### config.mk
export PLATFORM = sky130hd
export DESIGN_NAME = capture_wr_ctrl
export DESIGN_NICKNAME = d
export VERILOG_FILES = /design/src/rtl/capture_wr_ctrl.sv
export SDC_FILE = /design/constraint.sdc
export NUM_CORES = 1
export LEC_CHECK = 0
export BUFFER_PORTS_ARGS = -buffer_cell sky130_fd_sc_hd__buf_2
export CAP_MARGIN = 10
export CELL_PAD_IN_SITES_DETAIL_PLACEMENT = 0
export CELL_PAD_IN_SITES_GLOBAL_PLACEMENT = 1
export CORE_AREA = 2 2 100 102
export DETAILED_ROUTE_END_ITERATION = 8
export DIE_AREA = 0 0 102 104
export GPL_ROUTABILITY_DRIVEN = 0
export PLACE_DENSITY = 0.79
export SLEW_MARGIN = 20
export SYNTH_ARGS = -nofsm -noshare
export SYNTH_HDL_FRONTEND = slang
export SYNTH_SLANG_ARGS = --single-unit
### constraint.sdc
create_clock -name clk -period 2.47 [get_ports clk]
set_clock_uncertainty 0.05 [all_clocks]
set_input_delay 0.3705 -clock clk [delete_from_list [all_inputs] [get_ports clk]]
set_output_delay 0.3705 -clock clk [all_outputs]
set_load 0.005 [all_outputs]
### src/rtl/capture_wr_ctrl.sv
// ADC capture buffer write-side controller.
// Single-shot fill or triggered ring capture with post-trigger length.
module capture_wr_ctrl #(
  parameter int ADDR_W = 15
) (
  input  logic              clk,
  input  logic              rstn,
  input  logic              rf_capture_start,
  input  logic              rf_capture_abort,
  input  logic              rf_mode,
  input  logic [ADDR_W-1:0] rf_last_addr,
  input  logic [ADDR_W-1:0] rf_post_len,
  input  logic              trig_in,
  input  logic              write_en,
  output logic              mem_we,
  output logic [ADDR_W-1:0] waddr,
  output logic              wr_done,
  output logic              busy,
  output logic [ADDR_W-1:0] trig_addr,
  output logic              wrapped
);

  typedef enum logic [1:0] {
    S_IDLE,
    S_FILL,
    S_POST,
    S_DONE
  } state_e;

  localparam logic [ADDR_W-1:0] ONE = ADDR_W'(1);

  state_e            state_q, state_d;
  logic [ADDR_W-1:0] waddr_q, waddr_d;
  logic [ADDR_W-1:0] trig_addr_q, trig_addr_d;
  logic [ADDR_W-1:0] post_cnt_q, post_cnt_d;
  logic [ADDR_W-1:0] last_q, last_d;
  logic [ADDR_W-1:0] post_len_q, post_len_d;
  logic              mode_q, mode_d;
  logic              wr_done_q, wr_done_d;
  logic              wrapped_q, wrapped_d;

  logic              busy_w;
  logic              accept;
  logic              at_last;
  logic [ADDR_W-1:0] ptr_nxt;

  assign busy_w  = (state_q == S_FILL) || (state_q == S_POST);
  assign accept  = write_en && busy_w;
  assign at_last = (waddr_q == last_q);
  assign ptr_nxt = at_last ? '0 : waddr_q + ONE;

  assign mem_we    = accept;
  assign busy      = busy_w;
  assign waddr     = waddr_q;
  assign wr_done   = wr_done_q;
  assign trig_addr = trig_addr_q;
  assign wrapped   = wrapped_q;

  // Next-state: abort beats start beats normal capture progress.
  always_comb begin
    state_d     = state_q;
    waddr_d     = waddr_q;
    trig_addr_d = trig_addr_q;
    post_cnt_d  = post_cnt_q;
    last_d      = last_q;
    post_len_d  = post_len_q;
    mode_d      = mode_q;
    wr_done_d   = wr_done_q;
    wrapped_d   = wrapped_q;
    if (rf_capture_abort) begin
      state_d     = S_IDLE;
      waddr_d     = '0;
      wrapped_d   = 1'b0;
      trig_addr_d = '0;
      wr_done_d   = 1'b0;
    end else if (rf_capture_start) begin
      state_d     = S_FILL;
      waddr_d     = '0;
      wrapped_d   = 1'b0;
      trig_addr_d = '0;
      wr_done_d   = 1'b0;
      mode_d      = rf_mode;
      last_d      = rf_last_addr;
      post_len_d  = rf_post_len;
    end else begin
      case (state_q)
        S_FILL: begin
          if (accept) begin
            waddr_d = ptr_nxt;
            if (at_last) wrapped_d = 1'b1;
          end
          if (!mode_q) begin
            if (accept && at_last) begin
              state_d   = S_DONE;
              wr_done_d = 1'b1;
            end
          end else if (trig_in) begin
            trig_addr_d = waddr_q;
            post_cnt_d  = post_len_q;
            if (post_len_q != '0) begin
              state_d = S_POST;
            end else begin
              state_d   = S_DONE;
              wr_done_d = 1'b1;
            end
          end
        end
        S_POST: begin
          if (accept) begin
            waddr_d    = ptr_nxt;
            post_cnt_d = post_cnt_q - ONE;
            if (at_last) wrapped_d = 1'b1;
            if (post_cnt_q == ONE) begin
              state_d   = S_DONE;
              wr_done_d = 1'b1;
            end
          end
        end
        default: ;
      endcase
    end
  end

  // State and shadow config registers.
  always_ff @(posedge clk or negedge rstn) begin
    if (!rstn) begin
      state_q     <= S_IDLE;
      waddr_q     <= '0;
      trig_addr_q <= '0;
      post_cnt_q  <= '0;
      last_q      <= '0;
      post_len_q  <= '0;
      mode_q      <= 1'b0;
      wr_done_q   <= 1'b0;
      wrapped_q   <= 1'b0;
    end else begin
      state_q     <= state_d;
      waddr_q     <= waddr_d;
      trig_addr_q <= trig_addr_d;
      post_cnt_q  <= post_cnt_d;
      last_q      <= last_d;
      post_len_q  <= post_len_d;
      mode_q      <= mode_d;
      wr_done_q   <= wr_done_d;
      wrapped_q   <= wrapped_d;
    end
  end

endmodule

==> flow_metrics.tcl <==
set metrics [dict create \
    synth_nets 439 \
    hold_viol 0 \
    synth-edff-count 0 \
    tns_ps 0 \
    hp-class "input port to flop" \
    cp_top_family "simple AND/OR/NAND/NOR gates" \
    rsz0062_at_grt "no" \
    cts_sinks 80 \
    clk_latency_ps 350 \
    drc 0 \
    cpPeakStageDelay_ps 370 \
    cap_violations 0 \
    wl_per_cell_um 15.8 \
    netlist-cell-type-count 57 \
    nets 508 \
    path_cells "inv_1 -> ha_1 -> or2b_1 -> nor4_1 -> nand4_1 -> a32oi_1 -> mux2_2" \
    grt_pass1_vias 2959 \
    status "finished, final reports clean" \
    fin_crit_sh_pct 95.1 \
    grt_overflow 0 \
    worstPathMaxFanout 4 \
    reg2reg_to "state_q[0]" \
    cp-end-kind "flop" \
    syn_to_final_growth_pct 18.2 \
    track_usage_pct 18.4 \
    die_area_um2 10600 \
    drv_slew 0 \
    port_buffers 70 \
    post_cts_buffers 0 \
    pre_cts_slack_ps 180 \
    clock.fmax_ghz 0.426 \
    fill_cells 929 \
    postLayoutCellArea_um2 4750 \
    highest_layer "met4" \
    synthesis.area_um2 4020 \
    placedInstanceArea_um2 4500 \
    power_uw 3580 \
    period_needed_ps 2350 \
    core_area_um2 9550 \
    p_leak_uw 0.00212 \
    power_density_nw_per_um2 753 \
    antenna_found_initial 0 \
    postSynthAreaPerCell_um2 10.1 \
    diodes 0 \
    die_h_um 104 \
    dr.pass1.iters 4 \
    critPathBufInv 1 \
    dpl.hpwl_um 6830 \
    root_buffer "clkbuf_8" \
    row_count 36 \
    path_clk_slew_ps 90 \
    layout_commonest_cell "dfrtp_1" \
    cp_num_cells 7 \
    regToRegSetupSlack_ps 120 \
    yosysWarnings 0 \
    num_vias 3250 \
    ys_ff_latch 80 \
    holdWs_ps 192 \
    ctsResizeCount 0 \
    max-vdd-ir-drop_mv 0.423 \
    grt_pass1_wl_um 15300 \
    drive_gt1_share_pct 27.4 \
    routed_wl_um 9530 \
    tightest_slew_ps 656 \
    setup_viol 0 \
    initial_core_util_pct 42.1 \
    seq_area_frac_synth_pct 49.8 \
    wl_met2_um 4280 \
    met3_length_um 520 \
    hold_path_end "mode_q" \
    start_kind "flop" \
    ff2ff_path_depth 7 \
    async_reset_ff_share_pct 100 \
    syn_inst 397 \
    holdPathStages 3 \
    cts_buffers 9 \
    relSlewSlack_pct 56.0 \
    grt_max_degree 46 \
    layout_common_cells "dfrtp_1, buf_2, nand2_1" \
    drt_iter0_drc 205 \
    hp-start "rf_mode" \
    reg2reg_from "state_q[0]" \
    ios 71 \
    h-tree-depth 3 \
    cts_tree "done" \
    die_w_um 102 \
    worstPathRequired_ps 2650 \
    cts_max_path_buffers 2 \
    antenna_left 0 \
    slowest_stage "dfrtp_1" \
    wl_met1_um 4620 \
    path_class "flop to flop" \
    crit_arrival_ps 2530 \
    viasPerCell 5.38 \
    synth_ff_type "dfrtp_1" \
    setup_slack_ps 121 \
]
[worst min-delay path, stage by stage]
cell and delay (ps):
buf_2 90, nand2_1 40, o21ai_0 60
[state kept, by name, indices dropped and copies added (netlist names)]
signal	cells
post_cnt_q	15
trig_addr	15
wrapped	1
post_len_q	15
wr_done	1
mode_q	1
waddr	15
last_q	15
state_q	2
[timing repair]
action | CTS | global route
hold buffers | 1 | 0
endpoints found under the setup margin | 0 | 0
hold endpoints to repair | 35 | 0
[worst max-delay path by stage]
stage,from,endpoint,slack (ps)
after floorplan,state_q[0],state_q[0],370
after detailed placement,state_q[0],state_q[0],180
after global placement,state_q[0],state_q[0],280
after CTS,state_q[0],state_q[0],160
after global routing,state_q[0],state_q[0],30
final,state_q[0],state_q[0],120
[cell usage after synthesis, types with 2 or more instances]
| cell type | n | area (µm²) |
|---|---|---|
| nor3b_1 | 4 | 30.0 |
| mux2i_1 | 2 | 20.0 |
| inv_1 | 10 | 37.5 |
| o22a_1 | 7 | 61.3 |
| buf_1 | 2 | 7.51 |
| and4_1 | 3 | 26.3 |
| a31oi_1 | 2 | 12.5 |
| and2_1 | 2 | 12.5 |
| nand3_1 | 9 | 45.0 |
| xnor2_1 | 3 | 26.3 |
| o21ai_0 | 6 | 30.0 |
| a211oi_1 | 3 | 22.5 |
| o21ai_1 | 2 | 10.0 |
| and3_1 | 3 | 18.8 |
| nor2_1 | 28 | 105 |
| o22ai_1 | 4 | 25.0 |
| xor2_1 | 19 | 166 |
| ha_1 | 5 | 62.6 |
| nand2_1 | 55 | 206 |
| nor2b_1 | 2 | 12.5 |
| mux2_2 | 31 | 349 |
| nor4_2 | 3 | 37.5 |
| buf_2 | 4 | 20.0 |
| or3_1 | 2 | 12.5 |
| a41oi_1 | 3 | 26.3 |
| a2bb2oi_1 | 2 | 17.5 |
| a21oi_1 | 34 | 170 |
| nor3_1 | 11 | 55.1 |
| clkbuf_1 | 9 | 33.8 |
| buf_6 | 4 | 45.0 |
| nand4_1 | 5 | 31.3 |
| nor4_1 | 10 | 62.6 |
| dfrtp_1 | 80 | 2000 |
| o21a_1 | 3 | 22.5 |
| nand2b_1 | 3 | 18.8 |
[cell type report]
class,count,area [µm²],area share [%]
repair buffers,78,428,9.01
clock inverters,5,104,2.19
multi-input cells,286,1870,39.3
inverters,11,41.3,0.869
clock buffers,11,141,2.98
well taps,133,166,3.50
flip-flops and latches,80,2000,42.1
[where the power goes]
group | internal (µW) | switching [µW]
clock network | 700 | 489
registers | 1520 | 222
logic | 312 | 335
[metrics by stage]
stage               cells  utilization [%]
floorplan             397                -
global placement      587             47.1
detailed placement    587             47.1
CTS                   604             49.8
global route          604             49.8
finish                604             49.8
[kinds of logic (layout without fill, tap and decap cells)]
family                   after synthesis  in the layout  share of synthesized area (%)
AND/OR/NAND/NOR                      146            146                           17.9
multiplexers                          33             33                           9.18
AO/OA/AOI/OAI                         80             80                           13.0
XOR/XNOR                              22             22                           4.79
flip-flops                            80             80                           49.8
adder cells (fa/ha/maj)                5              5                           1.56
buffers and inverters                 31            105                           3.80
[layer usage]
layer	GRT usage [%]	up-vias
met1	27.5	1576
met5	0	-
met3	3.02	10
li1	-	1555
met4	6.00	0
met2	27.0	109
(Power assumes the default switching activity.)
